### config.mk
export PLATFORM = sky130hd
export DESIGN_NAME = reg_sample_fifo_flat
export DESIGN_NICKNAME = d
export VERILOG_FILES = /design/src/rtl/reg_sample_fifo_if.sv /design/src/rtl/reg_sample_fifo.sv /design/src/flat_wrapper.sv
export SDC_FILE = /design/constraint.sdc
export NUM_CORES = 1
export LEC_CHECK = 0
export BUFFER_PORTS_ARGS = -buffer_cell sky130_fd_sc_hd__buf_2
export CORE_ASPECT_RATIO = 0.5
export CORE_MARGIN = 4
export CORE_UTILIZATION = 49
export CTS_CLUSTER_SIZE = 10
export DETAILED_ROUTE_END_ITERATION = 16
export PLACE_DENSITY = 0.81
export SYNTH_ARGS = -nofsm -noshare
export SYNTH_HDL_FRONTEND = slang
export SYNTH_SLANG_ARGS = --single-unit
### constraint.sdc
create_clock -name clock -period 2 [get_ports clock]
set_input_delay 0.6 -clock clock [delete_from_list [all_inputs] [get_ports clock]]
set_output_delay 0.6 -clock clock [all_outputs]
set_load 0.03 [all_outputs]
### src/rtl/reg_sample_fifo_if.sv
// reg_sample_fifo_if: sampling request and valid/ready output stream for reg_sample_fifo.
// The master side drives the live register value, capture requests and the
// consumer's ready. The slave side (the FIFO) returns the head sample, its delta,
// the occupancy and the sticky overflow flag.
interface reg_sample_fifo_if #(
  parameter int WIDTH = 8,
  parameter int DEPTH = 4
);
  logic [WIDTH-1:0]             sample_in;
  logic                         sample_req;
  logic                         out_ready;
  logic                         out_valid;
  logic [WIDTH-1:0]             out_data;
  logic [WIDTH-1:0]             out_delta;
  logic [$clog2(DEPTH+1)-1:0]   count;
  logic                         overflow;

  modport master (
    output sample_in, sample_req, out_ready,
    input  out_valid, out_data, out_delta, count, overflow
  );

  modport slave (
    input  sample_in, sample_req, out_ready,
    output out_valid, out_data, out_delta, count, overflow
  );
endinterface

### src/rtl/reg_sample_fifo.sv
// reg_sample_fifo: captures snapshots of an upstream free-running register on request
// and buffers them in a small first-word fall-through FIFO. The consumer drains the
// FIFO over a valid/ready stream. A request made while the FIFO is full and nothing
// is popping is dropped, and the sticky overflow flag is set.
// Optional feature macro: REG_SAMPLE_FIFO_DELTA_EN. When it is defined, every entry
// also stores the difference from the previously accepted sample (mod 2^WIDTH).
// When it is undefined, out_delta is tied to 0.
module reg_sample_fifo #(
  parameter int WIDTH = 8,
  parameter int DEPTH = 4
) (
  input  logic              clock,
  input  logic              reset,
  reg_sample_fifo_if.slave  bus
);
  localparam int PW = $clog2(DEPTH);
  localparam int CW = $clog2(DEPTH + 1);

  logic [WIDTH-1:0] mem [DEPTH];
  logic [PW-1:0]    rd_ptr;
  logic [PW-1:0]    wr_ptr;
  logic [CW-1:0]    cnt;
  logic             ovf;
  logic             empty;
  logic             full;
  logic             pop;
  logic             push;

  // A full FIFO still accepts a request when its head leaves in the same cycle.
  assign empty = (cnt == '0);
  assign full  = (cnt == CW'(DEPTH));
  assign pop   = !empty && bus.out_ready;
  assign push  = bus.sample_req && (!full || pop);

  // Pointers, occupancy and sticky overflow. Reset overrides any push or pop.
  always_ff @(posedge clock) begin
    if (reset) begin
      rd_ptr <= '0;
      wr_ptr <= '0;
      cnt    <= '0;
      ovf    <= 1'b0;
    end else begin
      if (push) wr_ptr <= wr_ptr + PW'(1);
      if (pop)  rd_ptr <= rd_ptr + PW'(1);
      if (push && !pop)
        cnt <= cnt + CW'(1);
      else if (pop && !push)
        cnt <= cnt - CW'(1);
      if (bus.sample_req && !push) ovf <= 1'b1;
    end
  end

`ifdef REG_SAMPLE_FIFO_DELTA_EN
  logic [WIDTH-1:0] delta_mem [DEPTH];
  logic [WIDTH-1:0] last_sample;
  logic [WIDTH-1:0] delta_in;

  // Unsigned subtraction wraps, so a counter rolling over from all-ones to zero
  // produces a small positive delta.
  assign delta_in = bus.sample_in - last_sample;

  // Track the most recent accepted sample. Dropped requests leave it unchanged.
  always_ff @(posedge clock) begin
    if (reset)
      last_sample <= '0;
    else if (push)
      last_sample <= bus.sample_in;
  end

  // Sample and delta storage. No reset is needed because empty entries are masked.
  always_ff @(posedge clock) begin
    if (!reset && push) begin
      mem[wr_ptr]       <= bus.sample_in;
      delta_mem[wr_ptr] <= delta_in;
    end
  end

  assign bus.out_delta = empty ? '0 : delta_mem[rd_ptr];
`else
  // Sample storage. No reset is needed because empty entries are masked.
  always_ff @(posedge clock) begin
    if (!reset && push)
      mem[wr_ptr] <= bus.sample_in;
  end

  assign bus.out_delta = '0;
`endif

  // The head is presented combinationally and is forced to zero when the FIFO is empty.
  assign bus.out_valid = !empty;
  assign bus.out_data  = empty ? '0 : mem[rd_ptr];
  assign bus.count     = cnt;
  assign bus.overflow  = ovf;
endmodule

### src/flat_wrapper.sv
// flat-port wrapper written by rule: the top's interface ports become plain ports
module reg_sample_fifo_flat 
#(
  parameter int WIDTH = 8,
  parameter int DEPTH = 4
)
  (clock, reset, bus_sample_in, bus_sample_req, bus_out_ready, bus_out_valid, bus_out_data, bus_out_delta, bus_count, bus_overflow);
  reg_sample_fifo_if #(.WIDTH(WIDTH), .DEPTH(DEPTH)) bus_i ();
  input  logic clock;
  input  logic reset;
  input wire logic [$bits(bus_i.sample_in)-1:0] bus_sample_in;
  input wire logic [$bits(bus_i.sample_req)-1:0] bus_sample_req;
  input wire logic [$bits(bus_i.out_ready)-1:0] bus_out_ready;
  output wire logic [$bits(bus_i.out_valid)-1:0] bus_out_valid;
  output wire logic [$bits(bus_i.out_data)-1:0] bus_out_data;
  output wire logic [$bits(bus_i.out_delta)-1:0] bus_out_delta;
  output wire logic [$bits(bus_i.count)-1:0] bus_count;
  output wire logic [$bits(bus_i.overflow)-1:0] bus_overflow;
  assign bus_i.sample_in = bus_sample_in;
  assign bus_i.sample_req = bus_sample_req;
  assign bus_i.out_ready = bus_out_ready;
  assign bus_out_valid = bus_i.out_valid;
  assign bus_out_data = bus_i.out_data;
  assign bus_out_delta = bus_i.out_delta;
  assign bus_count = bus_i.count;
  assign bus_overflow = bus_i.overflow;
  reg_sample_fifo #(.WIDTH(WIDTH), .DEPTH(DEPTH)) u_core (.clock(clock), .reset(reset), .bus(bus_i));
endmodule
## Yosys cells after proc, flatten, opt, wreduce, memory -nomap -nowiden

Memories as Yosys holds them, arrays and structs flattened. A register that Yosys moved wholly into a read port is not among the register bits.
Cells that the tools add are included.

- Add/sub/neg operators: 4
- Multiply operators: 0
- Div/mod/pow operators: 0
- Magnitude comparators: 0
- Eq/ne operators: 1
- Shifts and indexed selects: 0
- Muxes and demuxes: 7
- Bitwise logic cells: 0
- Reductions and logical operators: 14

Operators with widths:

| kind | count |
|---|---|
| two-way mux 8 bit | 1 |
| logical AND 1 bit | 6 |
| two-way mux 3 bit | 2 |
| logical NOT 1 bit | 5 |
| adder 2 x 1 -> 2 bit, second input constant | 2 |
| two-way mux 2 bit | 2 |
| adder 3 x 1 -> 3 bit, second input constant | 1 |
| == test 3 bit, second input constant | 1 |
| logical NOT 3 bit | 1 |
| subtractor 3 x 1 -> 3 bit, second input constant | 1 |
| two-way mux 1 bit | 2 |
| nonzero test 2 bit | 1 |
| logical OR 1 bit | 1 |

- Register bits after elaboration: 8
- Bits in latches: 0
- Bits in writable memories: 32
- Memory bits (read-only): 0
- Bits of input ports: 12
- Output and inout port bits: 21
- Logic and storage cells: 31
- Memories: 1

Memory list:

| memory | words | width | read ports | clocked after memory_dff | wr ports | RTL line | RTL |
|---|---|---|---|---|---|---|---|
| u_core.mem | 4 | 8 | 1 | 1 | 1 | reg_sample_fifo.sv:19 | `logic [WIDTH-1:0] mem [DEPTH];` |

## Longest topological paths before layout

- Depth after elaboration: 9
- Depth in mapped cells: 9
- Gate-level depth less buffers: 9

## Worst setup path after synthesis

No wires, ideal clock.

- Path kind: register to register
- From: register u_core.cnt[0] (netlist: u_core.bus.count[0])
- To: register u_core.cnt[2] (netlist: u_core.bus.count[2])
- Library setup time: 0.071 ns
- Arrival: 2.106 ns
- Data required time: 1.929 ns
- Setup slack: -0.176 ns
- Stages on the path, launching flop included: 10
- Buffers on the path: 0
- Period minus slack after synthesis: 2.176 ns
- Cell sequence: dfxtp_1 > nor4b_2 > nand2b_4 > inv_4 > ha_1 > inv_1 > fa_1 > xor2_1 > or3_1 > a21oi_1

- Word-level cells in the longest chain between the ends: 8
- Elaborated cells between the ends (all ways): 16
- Classes of those cells: add/sub: 2; eq/ne: 1; mux: 2; reduce/logical: 11

Ends and longest elaborated chain:

| item | RTL line | RTL |
|---|---|---|
| start: declaration | reg_sample_fifo.sv:22 | `logic [CW-1:0] cnt;` |
| start signal: assignment | reg_sample_fifo.sv:46 | `cnt <= cnt + CW'(1);` |
| start signal: assignment | reg_sample_fifo.sv:48 | `cnt <= cnt - CW'(1);` |
| branches (longest 8 deep; another with subtractor 3 x 1 -> 3 bit) | -- |  |

Several ways; the timed one is not identified. The select of a mux whose other input is x is not followed.
A chain may end at the register's enable or synchronous reset.

==> results.md <==
| Step | Metric | Value |
|:---|:---|:---|
| worst setup path | Critical-path maximum fanout | 8 |
| finish | Diodes inserted | 0 |
| drt | Violation count after the first detailed-routing iteration | 38 |
| power and ir drop | Overall power | 3.23 mW |
| synth | Synthesized area divided by synthesized cell count | 15.8 um2 |
| worst setup path | Setup crit start kind | flip-flop |
| drt | Number of routed nets with antenna violations | 0 |
| floorplanning | Number of placement rows | 15 |
| drt | First-pass detailed-route iteration total | 4 |
| worst setup path | Worst-path cell with the longest stage delay | sky130_fd_sc_hd__mux4_2 |
| drt | Final wirelength | 2900 um |
| status | Violations in the final reports | setup timing |
| timing | Worst clock skew | 3.37 ps |
| flow run | Max capacitance violation total | 0 |
| synth | Portion of the post-synthesis area used by sequential elements | 0.649 |
| drt | # DRC | 0 |
| worst setup path | Slowest cell delay on critical path | 480 ps |
| floorplanning | Initial core utilization | 0.515 |
| clock tree | Clock sink count | 42 |
| timing | Setup repair after global routing missed its margin | true |
| drt | Vias per Instance | 4.76 |
| global route | Overall routing resource usage | 0.132 |
| clock tree | Post-CTS setup buffers | 0 |
| status | Outcome | complete, but fails checks |
| finish | Layout cells sized above 1 | 0.447 |
| timing | Min cycle time layout | 2150 ps |
| synth | EDFF count, synth | 32 |
| worst setup path | Arrival time worst endpoint | 1550 ps |
| synth | FFs w/ async S/R, synth | 0 |
| clock tree | Root Buffer | sky130_fd_sc_hd__clkbuf_8 |
| worst setup path | Setup crit end kind | primary output |
| timing | Crit path setup slack, layout | -147 ps |
| global route | Vias in the first global route | 992 |
| timing | Final cycle utilization of the critical path | 1.07 |
| clock tree | Skew-Pair Late Insertion Delay | 280 ps |
| worst setup path | Type of the setup path with the least slack | flip-flop to primary output |
| global route | Number of antenna violations at the first check in global routing | 0 |
| synth | Most used flip-flop cell after synthesis | sky130_fd_sc_hd__edfxtp_1 |
| power and ir drop | Static leakage power | 0.860 nW |
| synth | Commonest cells post-synth | sky130_fd_sc_hd__edfxtp_1, sky130_fd_sc_hd__dfxtp_1, sky130_fd_sc_hd__buf_4, sky130_fd_sc_hd__mux4_2, sky130_fd_sc_hd__nor2b_1 |
| placed design | Final Wtd Congestion | 0.696 |
| floorplanning | Die Span Y | 50.7 um |
| global route | Wire length of the first global-routing pass | 4580 um |
| clock tree | H-tree Lvls | 2 |
| placed design | Port Buf Inserts | 24 |
| clock tree | Clock-pin slew of the registers on the worst-case setup and hold paths | 70 ps |
| floorplanning | Area of the die | 0.00474 mm2 |
| timing | Hold violation total from the final report | 0 |
| power and ir drop | Maximum VDD drop | 0.000599 V |
| floorplanning | Number of ports placed on the die boundary | 33 |
| worst setup path | Critical-path cell list | buf_12 > mux4_2 > nor2b_1 > buf_4 |
| worst setup path | RR Endpoint | u_core.bus.count[2] |
| synth | Ranking of synthesized cells by area | sky130_fd_sc_hd__edfxtp_1, sky130_fd_sc_hd__dfxtp_1, sky130_fd_sc_hd__mux4_2, sky130_fd_sc_hd__ha_1, sky130_fd_sc_hd__buf_4 |
| worst setup path | Register-to-register setup slack | 80 ps |
| clock tree | Total clock buffers created by CTS | 5 |
| global route | Overflow left after global routing | 0 |
| drt | Wire per inst | 14.3 um |
| clock tree | Max clock buf depth | 2 |
| finish | Count of fill cells added during filler insertion | 227 |
| global route | Largest net degree at the start of global routing | 16 |
| clock tree | Number of hold buffers added after cts | 0 |
| floorplanning | Core area | 0.00347 mm2 |
| timing | Pins Over Slew Limit | 0 |
| timing | Max Clock Freq | 466 MHz |
| power and ir drop | Power density over the cells | 1420 mW/mm2 |
| finish | Count of nets after finishing | 169 |
| timing | Worst hold margin | 497 ps |
| synth | Most frequent cell after synthesis | sky130_fd_sc_hd__edfxtp_1 |
| synth | Post-synthesis cell type with the largest combined area | sky130_fd_sc_hd__edfxtp_1 |
| synth | Count of synthesis-stage warnings from yosys | 0 |
| hold path | Hold Path Origin | u_core.rd_ptr[1] |
| synth | Area share of the largest cell type after synthesis | 0.537 |
| worst setup path | Start of the worst register-to-register path | u_core.bus.count[0] |
| synth | Synthesized netlist cell count | 113 |
| worst setup path | Cell depth of the worst flop-to-flop path | 7 |
| worst setup path | Data required time at the worst endpoint | 1400 ps |
| synth | Flip-flop and latch count after synthesis | 42 |
| placed design | Placed wire-length estimate | 1980 um |
| timing | Finish-stage setup viols | 8 |
| hold path | Hold Crit Class | flip-flop to flip-flop |
| hold path | Instance count along the most critical hold path | 2 |
| clock tree | Clock tree from TritonCTS | built |
| floorplanning | Chip width | 93.4 um |
| finish | Area Growth Syn to Fin | 27.4% |
| drt | Count of vias placed by the detailed router | 967 |
| synth | Distinct cells, synth | 26 |
| synth | Post-Synthesis Cell Area | 0.00179 mm2 |
stage by stage:
stage          instance area, um2  worst slack [ps]  setup TNS (ps)  utilization  cells
2_1_floorplan                1850              2.37               0            -    120
3_3_place_gp                 2050              -125            -218        0.590    194
3_5_place_dp                 2050              -166            -274        0.590    194
4_1_cts                      2200              -167           -1300        0.634    202
5_1_grt                      2280              -197           -1500        0.656    203
6_report                     2280              -147           -1070        0.656    203
timing repair:
| action | in CTS | in global routing |
|---|---|---|
| gates cloned | 0 | 1 |
| setup endpoints to repair | 9 | 9 |
| resized for setup | 13 | 17 |
| pin swaps | 0 | 0 |
registers in the layout, summed over array words and instances, names as in the netlist, named ones only:
name / flops
u_core.bus.overflow: 1
u_core.wr_ptr: 2
u_core.bus.count: 3
u_core.mem: 32
u_core.rd_ptr: 2
power breakdown:
part           internal (mW)  switching (mW)  leakage (nW)  total, mW
combinational          0.673           0.748         0.434       1.42
clock                  0.372           0.271        0.0514      0.644
sequential              1.05           0.124         0.375       1.17
total                   2.09            1.14         0.860       3.23
placed cells by master, fill, tap and decap left out, types with 2 or more instances in the layout:
master / netlist / layout
sky130_fd_sc_hd__conb_1: 1 / 8
sky130_fd_sc_hd__nor2b_4: 0 / 5
sky130_fd_sc_hd__xor2_1: 3 / 3
sky130_fd_sc_hd__mux2i_1: 2 / 2
sky130_fd_sc_hd__buf_4: 8 / 12
sky130_fd_sc_hd__clkbuf_8: 0 / 5
sky130_fd_sc_hd__or3_1: 2 / 2
sky130_fd_sc_hd__ha_1: 5 / 4
sky130_fd_sc_hd__mux4_2: 8 / 8
sky130_fd_sc_hd__dfxtp_4: 0 / 2
sky130_fd_sc_hd__nor2b_1: 8 / 3
sky130_fd_sc_hd__o21ai_0: 2 / 2
sky130_fd_sc_hd__a21oi_1: 3 / 3
sky130_fd_sc_hd__nor3b_1: 4 / 4
sky130_fd_sc_hd__buf_6: 0 / 6
sky130_fd_sc_hd__inv_1: 4 / 4
sky130_fd_sc_hd__nor2_1: 7 / 7
sky130_fd_sc_hd__dfxtp_2: 0 / 2
sky130_fd_sc_hd__nand2b_1: 2 / 2
sky130_fd_sc_hd__edfxtp_1: 32 / 32
sky130_fd_sc_hd__dfxtp_1: 10 / 6
sky130_fd_sc_hd__buf_2: 1 / 16
cell families after synthesis:
group,count (synthesis),synth area share
compound gates,6,0.0182
xor+xnor,3,0.0147
simple gates,27,0.0945
buf+inv,17,0.0546
flops,42,0.649
other cells,1,0.00210
mux,11,0.120
fa+ha+maj,6,0.0462
cell type report:
type / count / area (um2) / area share
multi-input combinational: 61 / 642 / 0.282
sequential: 42 / 1170 / 0.514
inverter: 5 / 21.3 / 0.00934
clock buffer: 6 / 72.6 / 0.0319
tap: 51 / 63.8 / 0.0280
timing repair buffer: 36 / 269 / 0.118
clock inverter: 2 / 37.5 / 0.0165
worst max-delay path, delay by kind of cell, from the launching register on:
family	cells	cell delay (ps)
buf+inv	2	290
mux	1	480
flops	1	340
simple gates	1	140
layer usage:
metal  global-route usage  share of wire
met3               0.0434          0.044
met1                0.152           0.45
met4               0.0584          0.010
met2                0.227           0.49
met5                    0              0
worst max-delay path by stage:
stage                                     end  cells after the start           from
after floorplan           u_core.bus.count[2]                      9  bus_out_ready
after global placement    u_core.bus.count[2]                     10  bus_out_ready
after detailed placement  u_core.bus.count[2]                     10  bus_out_ready
after CTS                     bus_out_data[0]                      4      flip-flop
after global routing          bus_out_data[5]                      4      flip-flop
final                         bus_out_data[0]                      4      flip-flop
(Power assumes the default switching activity.)
